### src/rtl/usb_dev_if.sv
// Host-side bus between the decoded-packet host model and the USB device controller.
// The master drives decoded tokens and data bytes; the slave returns responses and a configured flag.
interface usb_dev_if;
  logic        host_pkt_valid;
  logic [3:0]  host_pid;
  logic [6:0]  host_addr;
  logic [3:0]  host_ep;
  logic [7:0]  host_data;
  logic        host_data_valid;
  logic [15:0] host_data_len;
  logic        host_crc_err;
  logic        host_tx_valid;
  logic [3:0]  host_tx_pid;
  logic [7:0]  host_tx_data;
  logic [15:0] host_tx_len;
  logic        configured;

  modport master (
    output host_pkt_valid, host_pid, host_addr, host_ep, host_data,
           host_data_valid, host_data_len, host_crc_err,
    input  host_tx_valid, host_tx_pid, host_tx_data, host_tx_len, configured
  );

  modport slave (
    input  host_pkt_valid, host_pid, host_addr, host_ep, host_data,
           host_data_valid, host_data_len, host_crc_err,
    output host_tx_valid, host_tx_pid, host_tx_data, host_tx_len, configured
  );
endinterface

### src/rtl/usb_dev_ctrl.sv
// Transaction-level USB full-speed device controller: EP0 SETUP decode and an EP1 bulk FIFO.
// Accepts decoded tokens/bytes and emits registered handshake or data responses.
module usb_dev_ctrl #(
  parameter int unsigned EP1_DEPTH = 8
) (
  input  logic       clk,
  input  logic       rst_n,
  usb_dev_if.slave   bus,
  output logic [6:0] dbg_addr_reg,
  output logic [3:0] dbg_ep1_fifo_level
);
  localparam int unsigned PTR_W = $clog2(EP1_DEPTH);
  localparam int unsigned LVL_W = PTR_W + 1;

  localparam logic [3:0] PID_OUT   = 4'h1;
  localparam logic [3:0] PID_IN    = 4'h9;
  localparam logic [3:0] PID_SETUP = 4'hD;
  localparam logic [3:0] PID_DATA0 = 4'h3;
  localparam logic [3:0] PID_DATA1 = 4'hB;
  localparam logic [3:0] PID_ACK   = 4'h2;
  localparam logic [3:0] PID_NAK   = 4'hA;
  localparam logic [3:0] PID_STALL = 4'hE;

  localparam logic [7:0] REQ_SET_ADDRESS = 8'h05;
  localparam logic [7:0] REQ_SET_CONFIG  = 8'h09;

  typedef enum logic [1:0] {IDLE, RX_DATA, RESP, TX_DATA} state_t;

  state_t           state;
  logic [6:0]       addr_reg;
  logic             toggle;
  logic [PTR_W-1:0] wr_ptr;
  logic [PTR_W-1:0] rd_ptr;
  logic [LVL_W-1:0] level;
  logic [LVL_W-1:0] tx_left;
  logic [15:0]      count;
  logic [3:0]       rx_idx;
  logic [3:0]       tok_pid;
  logic             tok_ep;
  logic [15:0]      tok_len;
  logic             bad;
  logic             ep1_ok;
  logic [7:0]       breq;
  logic [7:0]       wval;
  logic             pend_addr;
  logic [6:0]       new_addr;
  logic [7:0]       mem [EP1_DEPTH];

  logic             tok_c;
  logic             byte_c;
  logic [15:0]      free_c;
  logic             wr_en_c;
  logic [PTR_W-1:0] wr_idx_c;
  logic [3:0]       resp_pid_c;

  assign dbg_addr_reg       = addr_reg;
  assign dbg_ep1_fifo_level = 4'(level);

  // Token qualification: supported PID, our address, endpoint 0 or 1.
  assign tok_c = bus.host_pkt_valid && !bus.host_data_valid &&
                 (bus.host_pid == PID_SETUP || bus.host_pid == PID_OUT || bus.host_pid == PID_IN) &&
                 (bus.host_addr == addr_reg) && (bus.host_ep <= 4'd1);
  assign byte_c   = bus.host_pkt_valid && bus.host_data_valid && (state == RX_DATA);
  assign free_c   = 16'(EP1_DEPTH) - 16'(level);
  assign wr_en_c  = byte_c && (tok_pid == PID_OUT) && tok_ep && ep1_ok;
  assign wr_idx_c = wr_ptr + PTR_W'(rx_idx);

  // Response decision for a completed non-burst transaction.
  always_comb begin
    resp_pid_c = PID_STALL;
    case (tok_pid)
      PID_IN:  resp_pid_c = tok_ep ? PID_NAK : PID_DATA1;
      PID_OUT: resp_pid_c = (!tok_ep || ep1_ok) ? PID_ACK : PID_NAK;
      default: resp_pid_c = (!tok_ep && tok_len == 16'd8 &&
                             (breq == REQ_SET_ADDRESS || breq == REQ_SET_CONFIG)) ? PID_ACK : PID_STALL;
    endcase
  end

  // OUT bytes land speculatively past wr_ptr; they only become visible when RESP commits.
  always_ff @(posedge clk) begin
    if (wr_en_c) mem[wr_idx_c] <= bus.host_data;
  end

  always_ff @(posedge clk or negedge rst_n) begin
    if (!rst_n) begin
      state             <= IDLE;
      bus.host_tx_valid <= 1'b0;
      bus.host_tx_pid   <= 4'h0;
      bus.host_tx_data  <= 8'h00;
      bus.host_tx_len   <= 16'h0000;
      bus.configured    <= 1'b0;
      addr_reg          <= 7'h00;
      toggle            <= 1'b0;
      wr_ptr            <= '0;
      rd_ptr            <= '0;
      level             <= '0;
      tx_left           <= '0;
      count             <= 16'h0000;
      rx_idx            <= 4'h0;
      tok_pid           <= 4'h0;
      tok_ep            <= 1'b0;
      tok_len           <= 16'h0000;
      bad               <= 1'b0;
      ep1_ok            <= 1'b0;
      breq              <= 8'h00;
      wval              <= 8'h00;
      pend_addr         <= 1'b0;
      new_addr          <= 7'h00;
    end else begin
      bus.host_tx_valid <= 1'b0;
      bus.host_tx_pid   <= 4'h0;
      bus.host_tx_data  <= 8'h00;
      bus.host_tx_len   <= 16'h0000;

      // New address takes effect one cycle after its ACK pulse.
      if (pend_addr) begin
        addr_reg  <= new_addr;
        pend_addr <= 1'b0;
      end

      if ((state == IDLE || state == RX_DATA) && tok_c) begin
        tok_pid <= bus.host_pid;
        tok_ep  <= bus.host_ep[0];
        tok_len <= bus.host_data_len;
        count   <= bus.host_data_len;
        rx_idx  <= 4'h0;
        bad     <= bus.host_crc_err;
        ep1_ok  <= (bus.host_data_len <= free_c);
        if (bus.host_pid == PID_IN) begin
          if (bus.host_crc_err) begin
            state <= IDLE;
          end else if (bus.host_ep == 4'd0 || level == '0) begin
            state <= RESP;
          end else begin
            state             <= TX_DATA;
            bus.host_tx_valid <= 1'b1;
            bus.host_tx_pid   <= toggle ? PID_DATA1 : PID_DATA0;
            bus.host_tx_len   <= 16'(level);
            bus.host_tx_data  <= mem[rd_ptr];
            rd_ptr            <= rd_ptr + PTR_W'(1);
            level             <= level - LVL_W'(1);
            tx_left           <= level - LVL_W'(1);
          end
        end else if (bus.host_data_len == 16'h0000) begin
          state <= bus.host_crc_err ? IDLE : RESP;
        end else begin
          state <= RX_DATA;
        end
      end else begin
        case (state)
          RX_DATA: begin
            if (byte_c) begin
              if (bus.host_crc_err) bad <= 1'b1;
              if (rx_idx == 4'd1) breq <= bus.host_data;
              if (rx_idx == 4'd2) wval <= bus.host_data;
              rx_idx <= rx_idx + 4'd1;
              count  <= count - 16'd1;
              if (count == 16'd1) state <= (bad || bus.host_crc_err) ? IDLE : RESP;
            end
          end
          RESP: begin
            bus.host_tx_valid <= 1'b1;
            bus.host_tx_pid   <= resp_pid_c;
            state             <= IDLE;
            if (tok_pid == PID_OUT && tok_ep && ep1_ok) begin
              wr_ptr <= wr_ptr + PTR_W'(tok_len);
              level  <= level + LVL_W'(tok_len);
            end
            if (tok_pid == PID_SETUP && resp_pid_c == PID_ACK) begin
              if (breq == REQ_SET_ADDRESS) begin
                pend_addr <= 1'b1;
                new_addr  <= wval[6:0];
              end else begin
                bus.configured <= (wval != 8'h00);
              end
            end
          end
          TX_DATA: begin
            if (tx_left == '0) begin
              toggle <= ~toggle;
              state  <= IDLE;
            end else begin
              bus.host_tx_valid <= 1'b1;
              bus.host_tx_pid   <= toggle ? PID_DATA1 : PID_DATA0;
              bus.host_tx_len   <= bus.host_tx_len;
              bus.host_tx_data  <= mem[rd_ptr];
              rd_ptr            <= rd_ptr + PTR_W'(1);
              level             <= level - LVL_W'(1);
              tx_left           <= tx_left - LVL_W'(1);
            end
          end
          default: state <= IDLE;
        endcase
      end
    end
  end
endmodule

### src/flat_wrapper.sv
// flat-port wrapper written by rule: the top's interface ports become plain ports
module usb_dev_ctrl_flat 
#(
  parameter int unsigned EP1_DEPTH = 8
)
  (clk, rst_n, dbg_addr_reg, dbg_ep1_fifo_level, bus_host_pkt_valid, bus_host_pid, bus_host_addr, bus_host_ep, bus_host_data, bus_host_data_valid, bus_host_data_len, bus_host_crc_err, bus_host_tx_valid, bus_host_tx_pid, bus_host_tx_data, bus_host_tx_len, bus_configured);
  usb_dev_if bus_i ();
  input  logic clk;
  input  logic rst_n;
  output logic [6:0] dbg_addr_reg;
  output logic [3:0] dbg_ep1_fifo_level;
  input wire logic [$bits(bus_i.host_pkt_valid)-1:0] bus_host_pkt_valid;
  input wire logic [$bits(bus_i.host_pid)-1:0] bus_host_pid;
  input wire logic [$bits(bus_i.host_addr)-1:0] bus_host_addr;
  input wire logic [$bits(bus_i.host_ep)-1:0] bus_host_ep;
  input wire logic [$bits(bus_i.host_data)-1:0] bus_host_data;
  input wire logic [$bits(bus_i.host_data_valid)-1:0] bus_host_data_valid;
  input wire logic [$bits(bus_i.host_data_len)-1:0] bus_host_data_len;
  input wire logic [$bits(bus_i.host_crc_err)-1:0] bus_host_crc_err;
  output wire logic [$bits(bus_i.host_tx_valid)-1:0] bus_host_tx_valid;
  output wire logic [$bits(bus_i.host_tx_pid)-1:0] bus_host_tx_pid;
  output wire logic [$bits(bus_i.host_tx_data)-1:0] bus_host_tx_data;
  output wire logic [$bits(bus_i.host_tx_len)-1:0] bus_host_tx_len;
  output wire logic [$bits(bus_i.configured)-1:0] bus_configured;
  assign bus_i.host_pkt_valid = bus_host_pkt_valid;
  assign bus_i.host_pid = bus_host_pid;
  assign bus_i.host_addr = bus_host_addr;
  assign bus_i.host_ep = bus_host_ep;
  assign bus_i.host_data = bus_host_data;
  assign bus_i.host_data_valid = bus_host_data_valid;
  assign bus_i.host_data_len = bus_host_data_len;
  assign bus_i.host_crc_err = bus_host_crc_err;
  assign bus_host_tx_valid = bus_i.host_tx_valid;
  assign bus_host_tx_pid = bus_i.host_tx_pid;
  assign bus_host_tx_data = bus_i.host_tx_data;
  assign bus_host_tx_len = bus_i.host_tx_len;
  assign bus_configured = bus_i.configured;
  usb_dev_ctrl #(.EP1_DEPTH(EP1_DEPTH)) u_core (.clk(clk), .rst_n(rst_n), .bus(bus_i), .dbg_addr_reg(dbg_addr_reg), .dbg_ep1_fifo_level(dbg_ep1_fifo_level));
endmodule
### config.mk
export PLATFORM = sky130hd
export DESIGN_NAME = usb_dev_ctrl_flat
export DESIGN_NICKNAME = d
export VERILOG_FILES = /design/src/rtl/usb_dev_if.sv /design/src/rtl/usb_dev_ctrl.sv /design/src/flat_wrapper.sv
export SDC_FILE = /design/constraint.sdc
export NUM_CORES = 1
export LEC_CHECK = 0
export ABC_AREA = 1
export CORE_ASPECT_RATIO = 0.75
export CORE_MARGIN = 5
export CORE_UTILIZATION = 50
export CTS_CLUSTER_DIAMETER = 80
export DETAILED_ROUTE_END_ITERATION = 16
export DONT_BUFFER_PORTS = 1
export GPL_TIMING_DRIVEN = 0
export SKIP_LAST_GASP = 1
export SYNTH_ARGS = -nofsm -noshare
export SYNTH_HDL_FRONTEND = slang
export SYNTH_SLANG_ARGS = --single-unit
### constraint.sdc
create_clock -name clk -period 4.1 [get_ports clk]
set_clock_uncertainty 0.15 [all_clocks]
set_input_delay 0.41 -clock clk [delete_from_list [all_inputs] [get_ports clk]]
set_output_delay 0.41 -clock clk [all_outputs]
set_load 0.005 [all_outputs]
==> results.sh, run 1 <==
export IMPL_port_buffers=0
export IMPL_vias=6609
export IMPL_synth_seq_cells=172
export IMPL_final_common_cell="nand2_1"
export IMPL_hold_class="input pin to flip-flop"
export IMPL_grtUsageTotal=0.2306
export IMPL_antenna_cells=0
export IMPL_wl_per_cell_microns=17.80
export IMPL_holdBufCountCts=18
export IMPL_fin_crit_ns=2.718
export IMPL_yosysTopAreaCellShare=0.3140
export IMPL_grt_pass1_wl_microns=34590
export IMPL_tns_ns=0
export IMPL_clk_pin_slew_ns=0.07
export IMPL_hpwl_microns=15790
export IMPL_power_density_nw_per_um2=565.6
export IMPL_firstDrtPassIters=7
export IMPL_end_kind="flip-flop"
export IMPL_place_ws_ns=1.461
export IMPL_slew_violations=0
export IMPL_setup_ws_ns=1.382
export IMPL_rsz0062_at_grt="no"
export IMPL_chipWidth_microns=161.5
export IMPL_postSynthAreaPerCell_sq_um=8.946
export IMPL_max_freq_mhz=368.0
export IMPL_layout_nets=1086
export IMPL_overflow=0
export IMPL_dieArea_sq_um=19960
export IMPL_r2r_setup_slack_ns=1.38
export IMPL_gp_congestion=0.8435
export IMPL_timing_rr_start="u_core.rx_idx[0]"
export IMPL_crit_required_ns=4.00
export IMPL_htreeDepth=4
export IMPL_synth_adder_area_share=0.04914
export IMPL_whs_endpoint="u_core.wval[4]"
export IMPL_final_cell_mix="246 x nand2_1, 131 x nor2_1, 108 x dfrtp_1"
export IMPL_r2r_end="u_core.mem[7][3]"
export IMPL_ys_seq_area_frac=0.5374
export IMPL_drcViolationCount=0
export IMPL_maxSlewHeadroom=0.3096
export IMPL_wl_microns=22040
export IMPL_grt_pass1_vias=6156
export IMPL_crit_type="flip-flop to flip-flop"
export IMPL_start_kind="flip-flop"
export IMPL_synthMuxAreaShare=0.001309
export IMPL_synthTopCellsByArea="dfrtp_1 31%, edfxtp_1 22%, nand2_1 11%"
export IMPL_post_cts_buffers=0
export IMPL_ys_warn_count=0
export IMPL_core_sq_um=16880
export IMPL_largest_reg_flops=64
export IMPL_fill_cells=1504
export IMPL_layout_drive_gt1_share=0.08211
export IMPL_status="completed"
export IMPL_synthSimpleGateAreaFrac=0.2399
export IMPL_grt_max_degree=109
export IMPL_setup_viol=0
export IMPL_netlist_area_sq_um=8606
export IMPL_period_share=0.6628
export IMPL_io_pins=85
export IMPL_synth_area_leader_cell="dfrtp_1"
export IMPL_viasPerCell=5.338
export IMPL_maxCapViolations=0
export IMPL_worst_slew_pin_slew_ns=1.032
export IMPL_synthCells=962
export IMPL_hold_depth=2
export IMPL_cts_resized_gates=0
export IMPL_drt_initial_drc_count=656
export IMPL_drtAntennaViolNets=0
export IMPL_die_h_microns=123.6
export IMPL_synth_top_family_by_area="simple AND/OR/NAND/NOR gates"
export IMPL_largest_register="u_core.mem"
export IMPL_crit_fanout=8
export IMPL_cp_data_arrival_time_ns=2.62
export IMPL_fp_row_count=41
export IMPL_cts_root_buffer="clkbuf_16"
export IMPL_clock_sinks=172
export IMPL_numCtsBuffers=17
export IMPL_peakVddDrop_mv=0.2755
export IMPL_worstHoldStart="bus_host_data[4]"
export IMPL_biggestRegsByFlops="u_core.mem (64), u_core.count (16), u_core.tok_len (16)"
export IMPL_synthXorXnorAreaFrac=0.02239
export IMPL_start_util=0.5099
export IMPL_clkLatencyLatePin_ns=0.44
export IMPL_clockBufferDepth=2
export IMPL_final_hold_viol_count=0
export IMPL_area_delta_synth_final_pct=12.91
export IMPL_synthDistinctLibCells=40
export IMPL_r2r_cells=6
export IMPL_p_leak_nw=4.584
export IMPL_synth_compound_area_frac=0.08200
export IMPL_grt_antenna_before_repair=0
export IMPL_cts_tree="done"
-- area by class of cell --
cell class	instances	area, sq um	share of cell area
sequential	172	4624	0.4759
multi-input combinational	669	3442	0.3542
clock buffer	19	454.2	0.04674
inverter	91	341.6	0.03515
tap	215	269.0	0.02768
buffer	41	239.0	0.02459
timing repair buffer	18	197.7	0.02035
clock inverter	13	148.9	0.01532
-- cell usage after synthesis (all sizes together) --
library cell / instances
dfrtp: 108
or2: 5
xnor2: 8
nand2: 248
nor4: 3
a21oi: 19
nand3: 56
o32ai: 16
conb: 1
nor2: 142
edfxtp: 64
inv: 91
xor2: 14
ha: 29
o21ai: 73
nand4: 10
nor3: 6
o31ai: 1
clkbuf: 10
o221ai: 3
buf: 31
o211ai: 7
o22ai: 3
mux2: 1
and2: 9
fa: 3
nand3b: 1
-- power breakdown --
| part | internal, W | switching, W |
|---|---|---|
| sequential | 0.00197 | 0.000200 |
| clock | 0.000946 | 0.000713 |
| combinational | 0.000610 | 0.00106 |
| total | 0.00353 | 0.00197 |
-- worst max-delay path: stages (launching register included) --
cell and delay, ns:
dfrtp_1 0.45, ha_1 0.24, fa_1 0.37, xor2_1 0.20
inv_1 0.08, nand2_1 0.07, nor2_1 0.78
-- how the worst max path moves through the flow --
stage,start,end,cells past startpoint
6_report,u_core.rx_idx[0],u_core.mem[7][3],6
5_1_grt,u_core.rx_idx[0],u_core.mem[5][2],6
4_1_cts,u_core.dbg_ep1_fifo_level[0],u_core.ep1_ok,12
3_5_place_dp,u_core.dbg_ep1_fifo_level[0],u_core.ep1_ok,12
3_3_place_gp,u_core.rx_idx[0],u_core.mem[1][4],5
2_1_floorplan,u_core.dbg_ep1_fifo_level[0],u_core.ep1_ok,13
-- cells by family after synthesis --
group | after synthesis
flip-flops | 172
other | 1
multiplexers | 1
AO/OA/AOI/OAI | 122
XOR/XNOR | 22
buffers and inverters | 132
AND/OR/NAND/NOR | 480
adder cells (fa/ha/maj) | 32
-- through the flow --
step                total power [W]  cells    util  hold WS (ns)  cell area, sq um
floorplan                  0.003373    973       -      -0.03559              8647
global placement           0.003764   1188  0.5283      -0.03234              8916
detailed placement         0.003787   1188  0.5283      -0.03226              8916
CTS                        0.005496   1238  0.5757      0.002686              9717
global route               0.005871   1238  0.5757       0.02182              9717
finish                     0.005495   1238  0.5757      0.008450              9717
-- per-layer routing --
layer / track usage / part of all wire / vias up
li1: - / - / 3228
met1: 0.3730 / 0.51 / 3135
met2: 0.3033 / 0.38 / 227
met3: 0.06451 / 0.097 / 19
met4: 0.05168 / 0.0093 / 0
met5: 0 / 0 / -
Note: power is estimated with default switching activity, not from simulation.
==> inputs of run 2 (changes only) <==
--- a/config.mk
+++ b/config.mk
@@ -13,6 +13,7 @@
 export DETAILED_ROUTE_END_ITERATION = 16
 export DONT_BUFFER_PORTS = 1
 export GPL_TIMING_DRIVEN = 0
+export PLACE_DENSITY = 0.68
 export SKIP_LAST_GASP = 1
 export SYNTH_ARGS = -nofsm -noshare
 export SYNTH_HDL_FRONTEND = slang
==> constraint.sdc (replaced) <==
create_clock -name clk -period 2.2 [get_ports clk]
set_clock_uncertainty 0.15 [all_clocks]
set_input_delay 0.22 -clock clk [delete_from_list [all_inputs] [get_ports clk]]
set_output_delay 0.22 -clock clk [all_outputs]
set_load 0.005 [all_outputs]
==> run 2 against run 1 <==
  * Combinational power increased by 99%
  * Clock power grew 82%
  * Power rose by 90%
  * The flow now finishes with violations (negative hold slack)
  * Critical endpoint is now u_core.ep1_ok
  * Count of clock-buffer cells in the layout is 2 lower
  * Via count increased by 3.4%
  * Fmax rose by 25%
  * Register-to-register slack got worse by 1.4 ns
==> results.sh, run 2 (synthesis results as in run 1) <==
export IMPL_status="finished, violations left"
export IMPL_violations="negative hold slack"
export IMPL_seq_area_sq_um=4627
export IMPL_clockBufferDepth=2
export IMPL_grt_pass1_vias=6715
export IMPL_peakVddDrop_mv=0.4438
export IMPL_p_seq_frac=0.391
export IMPL_critPathSlowestCell="dfrtp_2"
export IMPL_hpwl_microns=15230
export IMPL_internal_power_w=0.006631
export IMPL_crit_fanout=6
export IMPL_vias=6833
export IMPL_wl_microns=22150
export IMPL_layout_drive_gt1_share=0.1202
export IMPL_gp_congestion=0.8920
export IMPL_clkLatencyLatePin_ns=0.43
export IMPL_max_freq_mhz=460.1
export IMPL_fin_hold_ws_ns=-0.6691
export IMPL_crit_required_ns=2.37
export IMPL_drt_initial_drc_count=725
export IMPL_firstDrtPassIters=5
export IMPL_final_cell_mix="240 x nand2_1, 121 x nor2_1, 106 x dfrtp_1"
export IMPL_port_buffers=0
export IMPL_grt_antenna_before_repair=0
export IMPL_drtAntennaViolNets=0
export IMPL_power_density_nw_per_um2=1029
export IMPL_setup_viol=0
export IMPL_fp_row_count=41
export IMPL_period_share=0.9880
export IMPL_largest_reg_flops=64
export IMPL_end_kind="flip-flop"
export IMPL_p_clk_frac=0.290
export IMPL_clock_sinks=172
export IMPL_fin_crit_ns=2.174
export IMPL_cts_root_buffer="clkbuf_16"
export IMPL_combPwrFrac=0.320
export IMPL_maxCapViolations=0
export IMPL_largest_register="u_core.mem"
export IMPL_io_pins=85
export IMPL_wl_per_cell_microns=17.54
export IMPL_final_hold_viol_count=108
export IMPL_crit_buf_inv=3
export IMPL_multi_input_area_sq_um=3606
export IMPL_start_util=0.5099
export IMPL_switching_share=0.3636
export IMPL_grt_pass1_wl_microns=35910
export IMPL_chipWidth_microns=161.5
export IMPL_start_kind="flip-flop"
export IMPL_critPathTopFamily="simple AND/OR/NAND/NOR gates"
export IMPL_clk_pin_slew_ns=0.07
export IMPL_grtUsageTotal=0.2342
export IMPL_p_leak_nw=4.724
export IMPL_r2r_setup_slack_ns=0.03
export IMPL_rsz0062_at_grt="yes"
export IMPL_crit_type="flip-flop to flip-flop"
export IMPL_slew_violations=0
export IMPL_final_common_cell="nand2_1"
export IMPL_path_common_cell="nand2_1"
export IMPL_biggestRegsByFlops="u_core.mem (64), u_core.count (16), u_core.tok_len (16)"
export IMPL_tns_ns=0
export IMPL_cpPeakStageDelay_ns=0.47
export IMPL_overflow=0
export IMPL_die_h_microns=123.6
export IMPL_numCtsBuffers=17
export IMPL_htreeDepth=4
export IMPL_holdBufCountCts=28
export IMPL_drcViolationCount=0
export IMPL_grt_max_degree=109
export IMPL_p_sw_w=0.003788
export IMPL_area_delta_synth_final_pct=17.67
export IMPL_antenna_cells=0
export IMPL_fill_cells=1444
export IMPL_layout_nets=1111
export IMPL_worst_slew_pin_slew_ns=0.6970
export IMPL_cp_data_arrival_time_ns=2.34
export IMPL_viasPerCell=5.410
export IMPL_hold_class="input pin to asynchronous set/reset pin"
export IMPL_dp_cells=1188
export IMPL_fin_cells=1263
export IMPL_dieArea_sq_um=19960
export IMPL_crit_chain="inv_4 -> ha_4 -> nand2_4 -> nand2_4 -> ha_4 -> nand2_1 -> inv_1 -> nand3_1 -> or2_2 -> inv_1 -> nand2_1 -> nand2_1 -> a21oi_1"
export IMPL_cts_tree="done"
export IMPL_maxSlewHeadroom=0.5318
export IMPL_utilization=0.6000
export IMPL_core_sq_um=16880
## run 2: power groups by stage
stage	registers (W)	logic (W)	clock network, W
finish	0.00407	0.00333	0.00302
global route	0.00413	0.00381	0.00321
CTS	0.00406	0.00319	0.00307
detailed placement	0.00411	0.00296	0
global placement	0.00410	0.00288	0
floorplan	0.00400	0.00229	0
## run 2: metrics by stage
step	cell area (sq um)	power, W	worst slack [ns]
global route	10130	0.01115	-0.09559
global placement	8919	0.006982	-0.3534
detailed placement	8919	0.007068	-0.4648
floorplan	8650	0.006292	-0.001774
finish	10130	0.01042	0.02645
CTS	10060	0.01031	0.003288
## run 2: per-layer routing
metal,up-vias,wire [microns],GRT usage
met5,-,65,0.02525
met4,2,289,0.06446
met3,23,2264,0.07641
met2,281,9021,0.3287
met1,3241,10510,0.3473
li1,3286,-,-
## run 2: area by class of cell
cell class / instances / share of cell area
clock inverters: 15 / 0.01557
well taps: 215 / 0.02657
multi-input cells: 670 / 0.3561
clock buffers: 17 / 0.04201
plain buffers: 41 / 0.02422
inverters: 91 / 0.03398
flip-flops and latches: 172 / 0.4569
repair buffers: 42 / 0.04461
## run 2: worst paths after layout
check	start	end	cells past startpoint
max	u_core.dbg_ep1_fifo_level[0]	u_core.ep1_ok	13
min	rst_n	u_core.dbg_ep1_fifo_level[0]	0
max reg2reg	u_core.dbg_ep1_fifo_level[0]	u_core.ep1_ok	13
min reg2reg	u_core.tok_len[12]	u_core.tok_len[12]	2
max in group asynchronous	rst_n	u_core.new_addr[6]	0
min in group clk	bus_host_data_len[15]	u_core.ep1_ok	6
## run 2: what timing repair did
action                                 4_1_cts  5_1_grt
buffers inserted                            13        1
resized for setup                           27       17
endpoints found under the hold margin      228      108
setup endpoints to repair                   77       89
pin swaps                                   10        5
gates cloned                                 1        0
